--- src/rtl/regfile_pkg.sv ---
// Shared constants, width helpers and read-port types for the scoreboarded register file.
package regfile_pkg;

  localparam int unsigned DEFAULT_DATA_WIDTH = 32;
  localparam int unsigned DEFAULT_NUM_REGS   = 32;

  function automatic int unsigned addr_width(input int unsigned num_regs);
    return (num_regs > 1) ? $clog2(num_regs) : 1;
  endfunction

  function automatic int unsigned cnt_width(input int unsigned max_inflight);
    return (max_inflight > 0) ? $clog2(max_inflight + 1) : 1;
  endfunction

  typedef logic [DEFAULT_DATA_WIDTH-1:0]           reg_data_t;
  typedef logic [addr_width(DEFAULT_NUM_REGS)-1:0] reg_addr_t;

  typedef struct packed {
    reg_data_t data;
    logic      busy;
  } read_resp_t;

endpackage

--- src/rtl/regfile_scoreboard_if.sv ---
// Issue/writeback-facing bus of the register file: read ports, writeback, reservations, flush.
interface regfile_scoreboard_if
  import regfile_pkg::*;
#(
  parameter int unsigned DATA_WIDTH     = DEFAULT_DATA_WIDTH,
  parameter int unsigned NUM_REGS       = DEFAULT_NUM_REGS,
  parameter int unsigned NUM_READ_PORTS = 2
);
  localparam int unsigned ADDR_WIDTH = addr_width(NUM_REGS);

  logic [NUM_READ_PORTS-1:0][ADDR_WIDTH-1:0] readAddress;
  logic [NUM_READ_PORTS-1:0][DATA_WIDTH-1:0] readData;
  logic [NUM_READ_PORTS-1:0]                 readBusy;
  logic                                      writeEnable;
  logic [ADDR_WIDTH-1:0]                     writeAddress;
  logic [DATA_WIDTH-1:0]                     writeData;
  logic                                      reserveEnable;
  logic [ADDR_WIDTH-1:0]                     reserveAddress;
  logic                                      reserveReady;
  logic                                      flush;

  modport master (
    output readAddress, writeEnable, writeAddress, writeData,
           reserveEnable, reserveAddress, flush,
    input  readData, readBusy, reserveReady
  );

  modport slave (
    input  readAddress, writeEnable, writeAddress, writeData,
           reserveEnable, reserveAddress, flush,
    output readData, readBusy, reserveReady
  );
endinterface

--- src/rtl/regfile_pending_counter.sv ---
// Per-register outstanding-producer counter: saturating up/down, clear has priority.
module regfile_pending_counter
  import regfile_pkg::*;
#(
  parameter int unsigned MAX_INFLIGHT = 3,
  parameter int unsigned CNT_WIDTH    = cnt_width(MAX_INFLIGHT)
) (
  input  logic                 clock,
  input  logic                 resetN,
  input  logic                 inc_i,
  input  logic                 dec_i,
  input  logic                 clr_i,
  output logic [CNT_WIDTH-1:0] count_o,
  output logic                 full_o
);
  localparam logic [CNT_WIDTH-1:0] CNT_MAX = CNT_WIDTH'(MAX_INFLIGHT);

  logic [CNT_WIDTH-1:0] count_q, count_d;
  logic                 full_q, full_d;

  // Simultaneous inc and dec cancel; dec at zero holds.
  always_comb begin
    count_d = count_q;
    if (clr_i) begin
      count_d = '0;
    end else if (inc_i && !dec_i && (count_q != CNT_MAX)) begin
      count_d = count_q + CNT_WIDTH'(1);
    end else if (dec_i && !inc_i && (count_q != '0)) begin
      count_d = count_q - CNT_WIDTH'(1);
    end
    full_d = (count_d == CNT_MAX);
  end

  always_ff @(posedge clock or negedge resetN) begin
    if (!resetN) begin
      count_q <= '0;
      full_q  <= 1'b0;
    end else begin
      count_q <= count_d;
      full_q  <= full_d;
    end
  end

  assign count_o = count_q;
  assign full_o  = full_q;
endmodule

--- src/rtl/regfile_scoreboard.sv ---
// Multi-port integer register file with write bypass and per-register in-flight scoreboard.
module regfile_scoreboard
  import regfile_pkg::*;
#(
  parameter int unsigned DATA_WIDTH     = DEFAULT_DATA_WIDTH,
  parameter int unsigned NUM_REGS       = DEFAULT_NUM_REGS,
  parameter int unsigned NUM_READ_PORTS = 2,
  parameter int unsigned ZERO_REG       = 1,
  parameter int unsigned BYPASS_EN      = 1,
  parameter int unsigned MAX_INFLIGHT   = 3
) (
  input  logic                clock,
  input  logic                resetN,
  regfile_scoreboard_if.slave rf
);
  localparam int unsigned ADDR_WIDTH = addr_width(NUM_REGS);
  localparam int unsigned CNT_WIDTH  = cnt_width(MAX_INFLIGHT);
  localparam bit          HAS_ZERO   = (ZERO_REG != 0);
  localparam bit          HAS_BYPASS = (BYPASS_EN != 0);

  logic [DATA_WIDTH-1:0]               regs_q [NUM_REGS];
  logic [NUM_REGS-1:0][CNT_WIDTH-1:0]  cnt;
  logic [NUM_REGS-1:0]                 full;
  logic                                wr_valid, wr_commit;
  logic                                rsv_valid, rsv_ready, rsv_accept;
  logic [NUM_READ_PORTS-1:0][DATA_WIDTH-1:0] rd_data;
  logic [NUM_READ_PORTS-1:0]                 rd_busy;

  function automatic logic in_range(input logic [ADDR_WIDTH-1:0] addr);
    return 32'(addr) < NUM_REGS;
  endfunction

  function automatic logic is_zero_reg(input logic [ADDR_WIDTH-1:0] addr);
    return HAS_ZERO && (addr == '0);
  endfunction

  assign wr_valid  = rf.writeEnable && in_range(rf.writeAddress);
  assign wr_commit = wr_valid && !is_zero_reg(rf.writeAddress);
  assign rsv_valid = in_range(rf.reserveAddress);

  // A same-cycle write to the reserved register frees the slot it would need.
  assign rsv_ready  = !resetN || !rsv_valid || !full[rf.reserveAddress]
                    || (rf.writeEnable && (rf.writeAddress == rf.reserveAddress));
  assign rsv_accept = rf.reserveEnable && rsv_ready && rsv_valid
                    && !is_zero_reg(rf.reserveAddress);

  always_ff @(posedge clock or negedge resetN) begin
    if (!resetN) begin
      for (int i = 0; i < int'(NUM_REGS); i++) begin
        regs_q[i] <= '0;
      end
    end else if (wr_commit) begin
      regs_q[rf.writeAddress] <= rf.writeData;
    end
  end

  for (genvar g = 0; g < int'(NUM_REGS); g++) begin : g_reg
    if (HAS_ZERO && (g == 0)) begin : g_hardwired
      assign cnt[g]  = '0;
      assign full[g] = 1'b0;
    end else begin : g_tracked
      logic inc, dec;
      assign inc = rsv_accept && (rf.reserveAddress == ADDR_WIDTH'(g));
      assign dec = wr_valid   && (rf.writeAddress   == ADDR_WIDTH'(g));

      regfile_pending_counter #(
        .MAX_INFLIGHT (MAX_INFLIGHT),
        .CNT_WIDTH    (CNT_WIDTH)
      ) u_cnt (
        .clock   (clock),
        .resetN  (resetN),
        .inc_i   (inc),
        .dec_i   (dec),
        .clr_i   (rf.flush),
        .count_o (cnt[g]),
        .full_o  (full[g])
      );
    end
  end

  // Bypassed reads see the producer being retired, so only further producers keep it busy.
  always_comb begin
    rd_data = '0;
    rd_busy = '0;
    for (int p = 0; p < int'(NUM_READ_PORTS); p++) begin
      if (resetN && in_range(rf.readAddress[p]) && !is_zero_reg(rf.readAddress[p])) begin
        if (HAS_BYPASS && wr_valid && (rf.writeAddress == rf.readAddress[p])) begin
          rd_data[p] = rf.writeData;
          rd_busy[p] = cnt[rf.readAddress[p]] > CNT_WIDTH'(1);
        end else begin
          rd_data[p] = regs_q[rf.readAddress[p]];
          rd_busy[p] = cnt[rf.readAddress[p]] != '0;
        end
      end
    end
  end

  assign rf.readData     = rd_data;
  assign rf.readBusy     = rd_busy;
  assign rf.reserveReady = rsv_ready;
endmodule

--- src/flat_wrapper.sv ---
// flat-port wrapper written by rule: the top's interface ports become plain ports
module regfile_scoreboard_flat import regfile_pkg::*;
#(
  parameter int unsigned DATA_WIDTH     = DEFAULT_DATA_WIDTH,
  parameter int unsigned NUM_REGS       = DEFAULT_NUM_REGS,
  parameter int unsigned NUM_READ_PORTS = 2,
  parameter int unsigned ZERO_REG       = 1,
  parameter int unsigned BYPASS_EN      = 1,
  parameter int unsigned MAX_INFLIGHT   = 3
)
  (clock, resetN, rf_readAddress, rf_writeEnable, rf_writeAddress, rf_writeData, rf_reserveEnable, rf_reserveAddress, rf_flush, rf_readData, rf_readBusy, rf_reserveReady);
  regfile_scoreboard_if #(.DATA_WIDTH(DATA_WIDTH), .NUM_REGS(NUM_REGS), .NUM_READ_PORTS(NUM_READ_PORTS)) rf_i ();
  input  logic clock;
  input  logic resetN;
  input wire logic [$bits(rf_i.readAddress)-1:0] rf_readAddress;
  input wire logic [$bits(rf_i.writeEnable)-1:0] rf_writeEnable;
  input wire logic [$bits(rf_i.writeAddress)-1:0] rf_writeAddress;
  input wire logic [$bits(rf_i.writeData)-1:0] rf_writeData;
  input wire logic [$bits(rf_i.reserveEnable)-1:0] rf_reserveEnable;
  input wire logic [$bits(rf_i.reserveAddress)-1:0] rf_reserveAddress;
  input wire logic [$bits(rf_i.flush)-1:0] rf_flush;
  output wire logic [$bits(rf_i.readData)-1:0] rf_readData;
  output wire logic [$bits(rf_i.readBusy)-1:0] rf_readBusy;
  output wire logic [$bits(rf_i.reserveReady)-1:0] rf_reserveReady;
  assign rf_i.readAddress = rf_readAddress;
  assign rf_i.writeEnable = rf_writeEnable;
  assign rf_i.writeAddress = rf_writeAddress;
  assign rf_i.writeData = rf_writeData;
  assign rf_i.reserveEnable = rf_reserveEnable;
  assign rf_i.reserveAddress = rf_reserveAddress;
  assign rf_i.flush = rf_flush;
  assign rf_readData = rf_i.readData;
  assign rf_readBusy = rf_i.readBusy;
  assign rf_reserveReady = rf_i.reserveReady;
  regfile_scoreboard #(.DATA_WIDTH(DATA_WIDTH), .NUM_REGS(NUM_REGS), .NUM_READ_PORTS(NUM_READ_PORTS), .ZERO_REG(ZERO_REG), .BYPASS_EN(BYPASS_EN), .MAX_INFLIGHT(MAX_INFLIGHT)) u_core (.clock(clock), .resetN(resetN), .rf(rf_i));
endmodule
--- config.mk ---
export PLATFORM = sky130hd
export DESIGN_NAME = regfile_scoreboard_flat
export DESIGN_NICKNAME = d
export VERILOG_FILES = /design/src/rtl/regfile_pkg.sv /design/src/rtl/regfile_scoreboard_if.sv /design/src/rtl/regfile_pending_counter.sv /design/src/rtl/regfile_scoreboard.sv /design/src/flat_wrapper.sv
export SDC_FILE = /design/constraint.sdc
export NUM_CORES = 2
export LEC_CHECK = 0
export ABC_CLOCK_PERIOD_IN_PS = 3900
export CORE_ASPECT_RATIO = 2
export CORE_MARGIN = 2
export CORE_UTILIZATION = 40
export DETAILED_ROUTE_END_ITERATION = 10
export HOLD_SLACK_MARGIN = 0.05
export PLACE_DENSITY = 0.6
export SYNTH_ARGS = -nofsm -noshare
export SYNTH_HDL_FRONTEND = slang
export SYNTH_SLANG_ARGS = --single-unit
--- constraint.sdc ---
create_clock -name clock -period 3.9 [get_ports clock]
set_input_delay 0.78 -clock clock [delete_from_list [all_inputs] [get_ports clock]]
set_output_delay 0.78 -clock clock [all_outputs]
set_load 0.01 [all_outputs]
After elaboration in Yosys (flattened, before gate mapping). Index checks and enable logic that the tools add are counted.

Divide/modulo/power cells: 0. Multiplexer cells: 116. $mul: 0. Equal/unequal tests: 127. Reduce and logical (&&, ||, !) cells: 302. Add/sub/neg operators: 62. Magnitude comparators: 9. Bitwise gates (word level): 3. Shift operators: 0.

Operator list (count): bitwise mux 1024 bit (1); binary-select mux 32 bit (select 5 bit) (2); 2-to-1 mux 32 bit (9); logical AND 1 bit (195); 2-to-1 mux 2 bit (95); demux 32 bit (select 5 bit) (1); == test 5 bit (second input constant) (32); == test 5 x 4 -> 1 bit (second input constant) (16); zero test 1 bit (68); nonzero test 2 bit (33); adder 2 x 1 -> 2 bit (second input constant) (31); == test 2 bit (second input constant) (31); != test 2 bit (second input constant) (31); subtractor 2 x 1 -> 2 bit (second input constant) (31); == test 5 x 3 -> 1 bit (second input constant) (8); binary-select mux 2 bit (select 5 bit) (2); == test 5 x 2 -> 1 bit (second input constant) (4); zero test 5 bit (4); greater-or-equal comparator 6 bit (second input constant) (3); < comparator 5 x 6 -> 1 bit (second input constant) (3); NOT 5 -> 6 bit (3); == test 5 bit (3); == test 5 x 1 -> 1 bit (second input constant) (2); < comparator 6 x 1 -> 1 bit (second input constant) (1); 4 further kinds (10).

Input port bits: 57. Memory bits (read-only): 0. Memory bits (writable): 0. Memories: 0. Flip-flop bits (word level): 1117. Word-level logic and storage cells: 713. Bits in latches: 0.

Longest topological paths before layout.
Depth in word-level cells: 15. Depth in mapped cells: 10. Gate-level depth less buffers: 7.

By module. From an unflattened synthesis, not the netlist that was laid out.

Cell total of the unflattened synthesis: 5411. Area, all modules: 64017.6 sq um.

Modules (own cells, without submodules): regfile_scoreboard (times used 1, seq. area each 25624.6 sq um, area each 56880.8 sq um, cells an instance 4760); regfile_pending_counter (times used 31, seq. area each 75.1 sq um, area each 230.2 sq um, cells an instance 21).

Least setup slack after synthesis. Ideal clock, no wire load.

Path kind: in2out. Start point: in rf_readAddress[0]. End point: out rf_readData[31]. Stages: 10. Arrival time: 2.815 ns. Path buffers: 4. Slack: 0.305 ns. Required time: 3.120 ns. Path through: buf_2 -> buf_2 -> clkbuf_1 -> buf_2 -> mux2i_1 -> a22oi_1 -> a21oi_1 -> o2111ai_1 -> o21ai_0 -> a211oi_1.

Longest elaborated chain between the ends: 6. Elaborated cells on any way between the ends: 11.

Ends and longest elaborated chain: start: declaration (line flat_wrapper.sv:15) `input wire logic [$bits(rf_i.readAddress)-1:0] rf_readAddress;`; NOT 5 -> 6 bit (implied by the code) (line regfile_scoreboard.sv:91) `rd_data[p] = regs_q[rf.readAddress[p]];`; binary-select mux 32 bit (select 5 bit) (line regfile_scoreboard.sv:91); 2-to-1 mux 32 bit (implied by the code) (2 in a row) (line regfile_scoreboard.sv:91); 2-to-1 mux 32 bit (line regfile_scoreboard.sv:87) `if (HAS_BYPASS && wr_valid && (rf.writeAddress == rf.readAddress[p])) begin`; 2-to-1 mux 32 bit * (line regfile_scoreboard.sv:86) `if (resetN && in_range(rf.readAddress[p]) && !is_zero_reg(rf.readAddress[p])) begin`; end: declaration (line flat_wrapper.sv:22) `output wire logic [$bits(rf_i.readData)-1:0] rf_readData;`.

Every way passes the cells marked *; elsewhere a longest branch is shown, timed or not. The select of a mux whose other input is x is not followed.

Final worst setup path.
Start point: in rf_readAddress[5]. End point: out rf_readData[50].

Same word-level chain as after synthesis.

==> impl_metrics.csv <==
group,metric,value,unit
global_route,grt_pass1_wl,349000,um
min_path,worst_hold_path_type,"reg -> reg",
job,maxCapViolCount,0,
sta,period_needed,3940,ps
layout,num-fill-cells,13900,
run_status,violations,"setup timing",
logic_synthesis,synth_xor_area_share,0.247,%
power,power_density,440,nW/um^2
power,irDropWorstVdd,372,uV
min_path,min_to,"u_core.regs_q[1007]",
sta,finClkSkew,40.4,ps
logic_synthesis,syn_nets,5321,
logic_synthesis,synth_top_family_by_area,"multiplexers",
run_status,outcome,"finished with violations",
placement,port_buffers,123,
worst_setup_path,crit_type,"in -> out",
worst_setup_path,critPathTopFamily,"buffers and inverters",
routing,route.detailed.drc,0,
layout,area.growth.synth_to_final,22.1,%
logic_synthesis,yosys_register_bits,1117,
sta,finalSetupViolations,4,
sta,holdWs,400,ps
worst_setup_path,r2r-end,"u_core.g_reg[19].g_tracked.u_cnt.full_o",
worst_setup_path,start_kind,"primary input",
worst_setup_path,critPathBufInv,6,
sta,rsz0062_at_grt,"yes",
worst_setup_path,crit_path_top_delay_cell,"mux2_2",
routing,finalWirelength,242000,um
logic_synthesis,muxShareOfSynthArea,36.0,%
sta,worst_slack,-37.2,ps
cts,clkLatencyLatePin,750,ps
routing,drtAntennaViolNets,0,
sta,finalHoldViolCount,0,
layout,nets,5733,
cts,cts_max_level,3,
worst_setup_path,cp_common_cell,"buf_16",
cts,clk_pin_slew,70,ps
routing,drt_iter0_drc,4242,
logic_synthesis,synth_edf_count,0,
worst_setup_path,crit_chain,"buf_16, buf_16, buf_16, buf_16, mux2_2, o21ai_0, a21oi_1, a22oi_1, o21ai_0, buf_4, o211ai_1, a21oi_1, dlygate4sd2_1",
min_path,worstHoldStart,"u_core.regs_q[1007]",
sta,period_share,101,%
floorplan,rows,207,
logic_synthesis,syn_avg_cell_area,12.3,um^2
routing,vias,49400,
cts,cts_made_buffers,107,
layout,final_layout_size_suffix_gt1_share,43.5,%
placement,dp.final_hpwl,149000,um
logic_synthesis,synth_cell_types,73,
cts,cts_tree,"yes",
floorplan,initial_core_util,40.2,%
floorplan,dieArea,163000,um^2
global_route,overflow,0,
routing,first_pass_iters,6,
logic_synthesis,synth_compound_area_share,10.1,%
sta,tightest_slew,1110,ps
cts,clk_path_buf_depth,3,
global_route,grt_max_degree,165,
cts,cts_num_sinks,1117,
worst_setup_path,timing.critical_path.required,3120,ps
logic_synthesis,yosysWarnings,0,
routing,wl_per_cell,31.1,um
logic_synthesis,synth_cells,5202,
worst_setup_path,worstPathMaxFanout,8,
logic_synthesis,yosysSeqAreaShare,43.8,%
cts,cts_root_buf,"clkbuf_16",
worst_setup_path,slowest_delay,320,ps
worst_setup_path,worstRegToRegCells,9,
worst_setup_path,r2r-start,"u_core.g_reg[9].g_tracked.u_cnt.full_o",
floorplan,die_x,286,um
logic_synthesis,synth_fa_ha_area_share,1.22,%
floorplan,core_area,159000,um^2
global_route,grt_usage,29.2,%
sta,max_slew_margin,25.9,%
power,leakage,34.0,nW
routing,viasPerCell,6.34,
placement,gp_congestion,0.937,
worst_setup_path,critPathCaptureType,"output port",
sta,report.final.slew_viol_count,0,
logic_synthesis,synth-main-ff-cell,"dfrtp_1",
floorplan,pin_count,124,
worst_setup_path,r2r_slack,990,ps
sta,clock.fmax,254,MHz
power,finalPower,34.3,mW
global_route,grt_pass1_vias,50700,
logic_synthesis,syn_area,63800,um^2
logic_synthesis,ys_async_sr_fraction,100,%
global_route,antenna_found_initial,9,
worst_setup_path,crit_arrival,3160,ps
min_path,worstHoldPathCells,0,
logic_synthesis,synth-simple-area-share,4.90,%
floorplan,dieHeight,569,um
## worst max-delay path by stage
stage / from / to / slack (ps) / depth (start not counted)
2_1_floorplan: rf_readAddress[0] / rf_readData[31] / 310 / 10
3_3_place_gp: rf_readAddress[0] / rf_readData[27] / -710 / 12
3_5_place_dp: rf_readAddress[0] / rf_readData[27] / -720 / 12
4_1_cts: rf_readAddress[5] / rf_readData[50] / -50 / 13
5_1_grt: rf_readAddress[5] / rf_readData[58] / -150 / 11
6_report: rf_readAddress[5] / rf_readData[50] / -40 / 13
## per-stage QoR
| stage | setup WS [ps] | cell area (um^2) | TNS, ps | utilization, % | instances |
|---|---|---|---|---|---|
| after floorplan | 305 | 63800 | 0 | - | 5202 |
| after global placement | -709 | 72100 | -22200 | 45.4 | 7486 |
| after detailed placement | -719 | 72100 | -22570 | 45.4 | 7486 |
| after CTS | -54.1 | 77100 | -129 | 48.6 | 7747 |
| after global routing | -151 | 77900 | -672 | 49.1 | 7790 |
| final | -37.2 | 77900 | -94.4 | 49.1 | 7790 |
## cells by family after synthesis
kind of cell               after synthesis
and+or+nand+nor                        663
xor gates and xnor gates                18
buffers and inverters                  600
adders and majority gates               62
DFF                                   1117
AOI/OAI and AO/OA                      957
muxes                                 1785
## layer usage
| layer | wire length (um) | share of wire (%) | GRT usage (%) | vias to the layer above |
|---|---|---|---|---|
| li1 | - | - | - | 20500 |
| met1 | 90100 | 37 | 34.7 | 26000 |
| met2 | 120000 | 50 | 49.9 | 2106 |
| met3 | 15100 | 6.2 | 4.37 | 706 |
| met4 | 16500 | 6.8 | 17.3 | 16 |
| met5 | 105 | 0.043 | 0 | - |
## repair_timing
action,CTS,global route
setup endpoints to repair,67,52
buffers inserted,54,42
cloned,15,6
resized for setup,265,139
hold endpoints to repair,4,0
pin swaps,67,74
hold buffers,1,0
## flip-flops by register name, indices dropped and copies added, names as in the netlist
| register | flops |
|---|---|
| u_core.regs_q | 1024 |
| u_core.g.g_tracked.u_cnt.count_o | 62 |
| u_core.g.g_tracked.u_cnt.full_o | 31 |
## worst reg2reg max path, cell delays in order, from the launching register on
cell and delay (ps):
dfrtp_1 440, mux4_1 310, nor2b_1 90, o311ai_4 340, o211ai_4 140, buf_4 180, buf_4 200, a311oi_1 670
nor4_1 120, a221o_1 280
## power by group
| part | internal (mW) | switching [mW] | leakage (nW) |
|---|---|---|---|
| Clock | 6.06 | 4.90 | 1.71 |
| Sequential | 13.6 | 1.59 | 14.4 |
| Combinational | 4.48 | 3.61 | 17.9 |
## cell usage after synthesis (all sizes together), types with 62 or more instances
library cell  number  share of area [%]
nor2             206                1.2
mux4             300                 11
o21ai            198                1.6
mux2i            385                6.0
buf               97               0.74
a22oi            128                1.5
a21oi            214                1.7
a221oi           131                1.8
mux2            1100                 19
o211ai           127                1.5
nand2            233                1.4
clkbuf           432                2.5
inv               71               0.42
ha                62                1.2
dfrtp           1117                 44
## layout by cell type, fill, tap and decap left out, types with 18 or more instances in the layout
cell,instances
a311oi_1,34
a211oi_1,33
buf_12,147
a21oi_1,190
nor3_1,33
a221oi_2,43
a21oi_2,21
clkbuf_16,116
or3_1,19
buf_16,22
dlygate4sd2_1,36
o211ai_1,126
a31oi_1,23
buf_6,34
clkdlybuf4s50_1,40
nor2_4,18
dfrtp_1,1116
buf_4,499
a22oi_1,114
nand2_1,217
nand3_1,22
mux4_2,299
mux2_2,1098
mux2i_1,385
o21ai_0,141
a221oi_1,84
nand4_1,27
ha_1,62
nor2_1,188
clkbuf_1,33
o21ai_1,44
inv_1,71
## final cells by class
| class | instances | area [um^2] | area share [%] |
|---|---|---|---|
| clock buffer | 158 | 3070 | 3.94 |
| tap | 2090 | 2620 | 3.36 |
| inverter | 71 | 267 | 0.342 |
| multi-input combinational | 3485 | 34400 | 44.2 |
| sequential | 1117 | 28000 | 35.9 |
| clock inverter | 35 | 469 | 0.602 |
| antenna | 2 | 5.00 | 0.00642 |
| timing repair buffer | 832 | 9130 | 11.7 |
No activity file was read; power rests on OpenSTA's default activity.
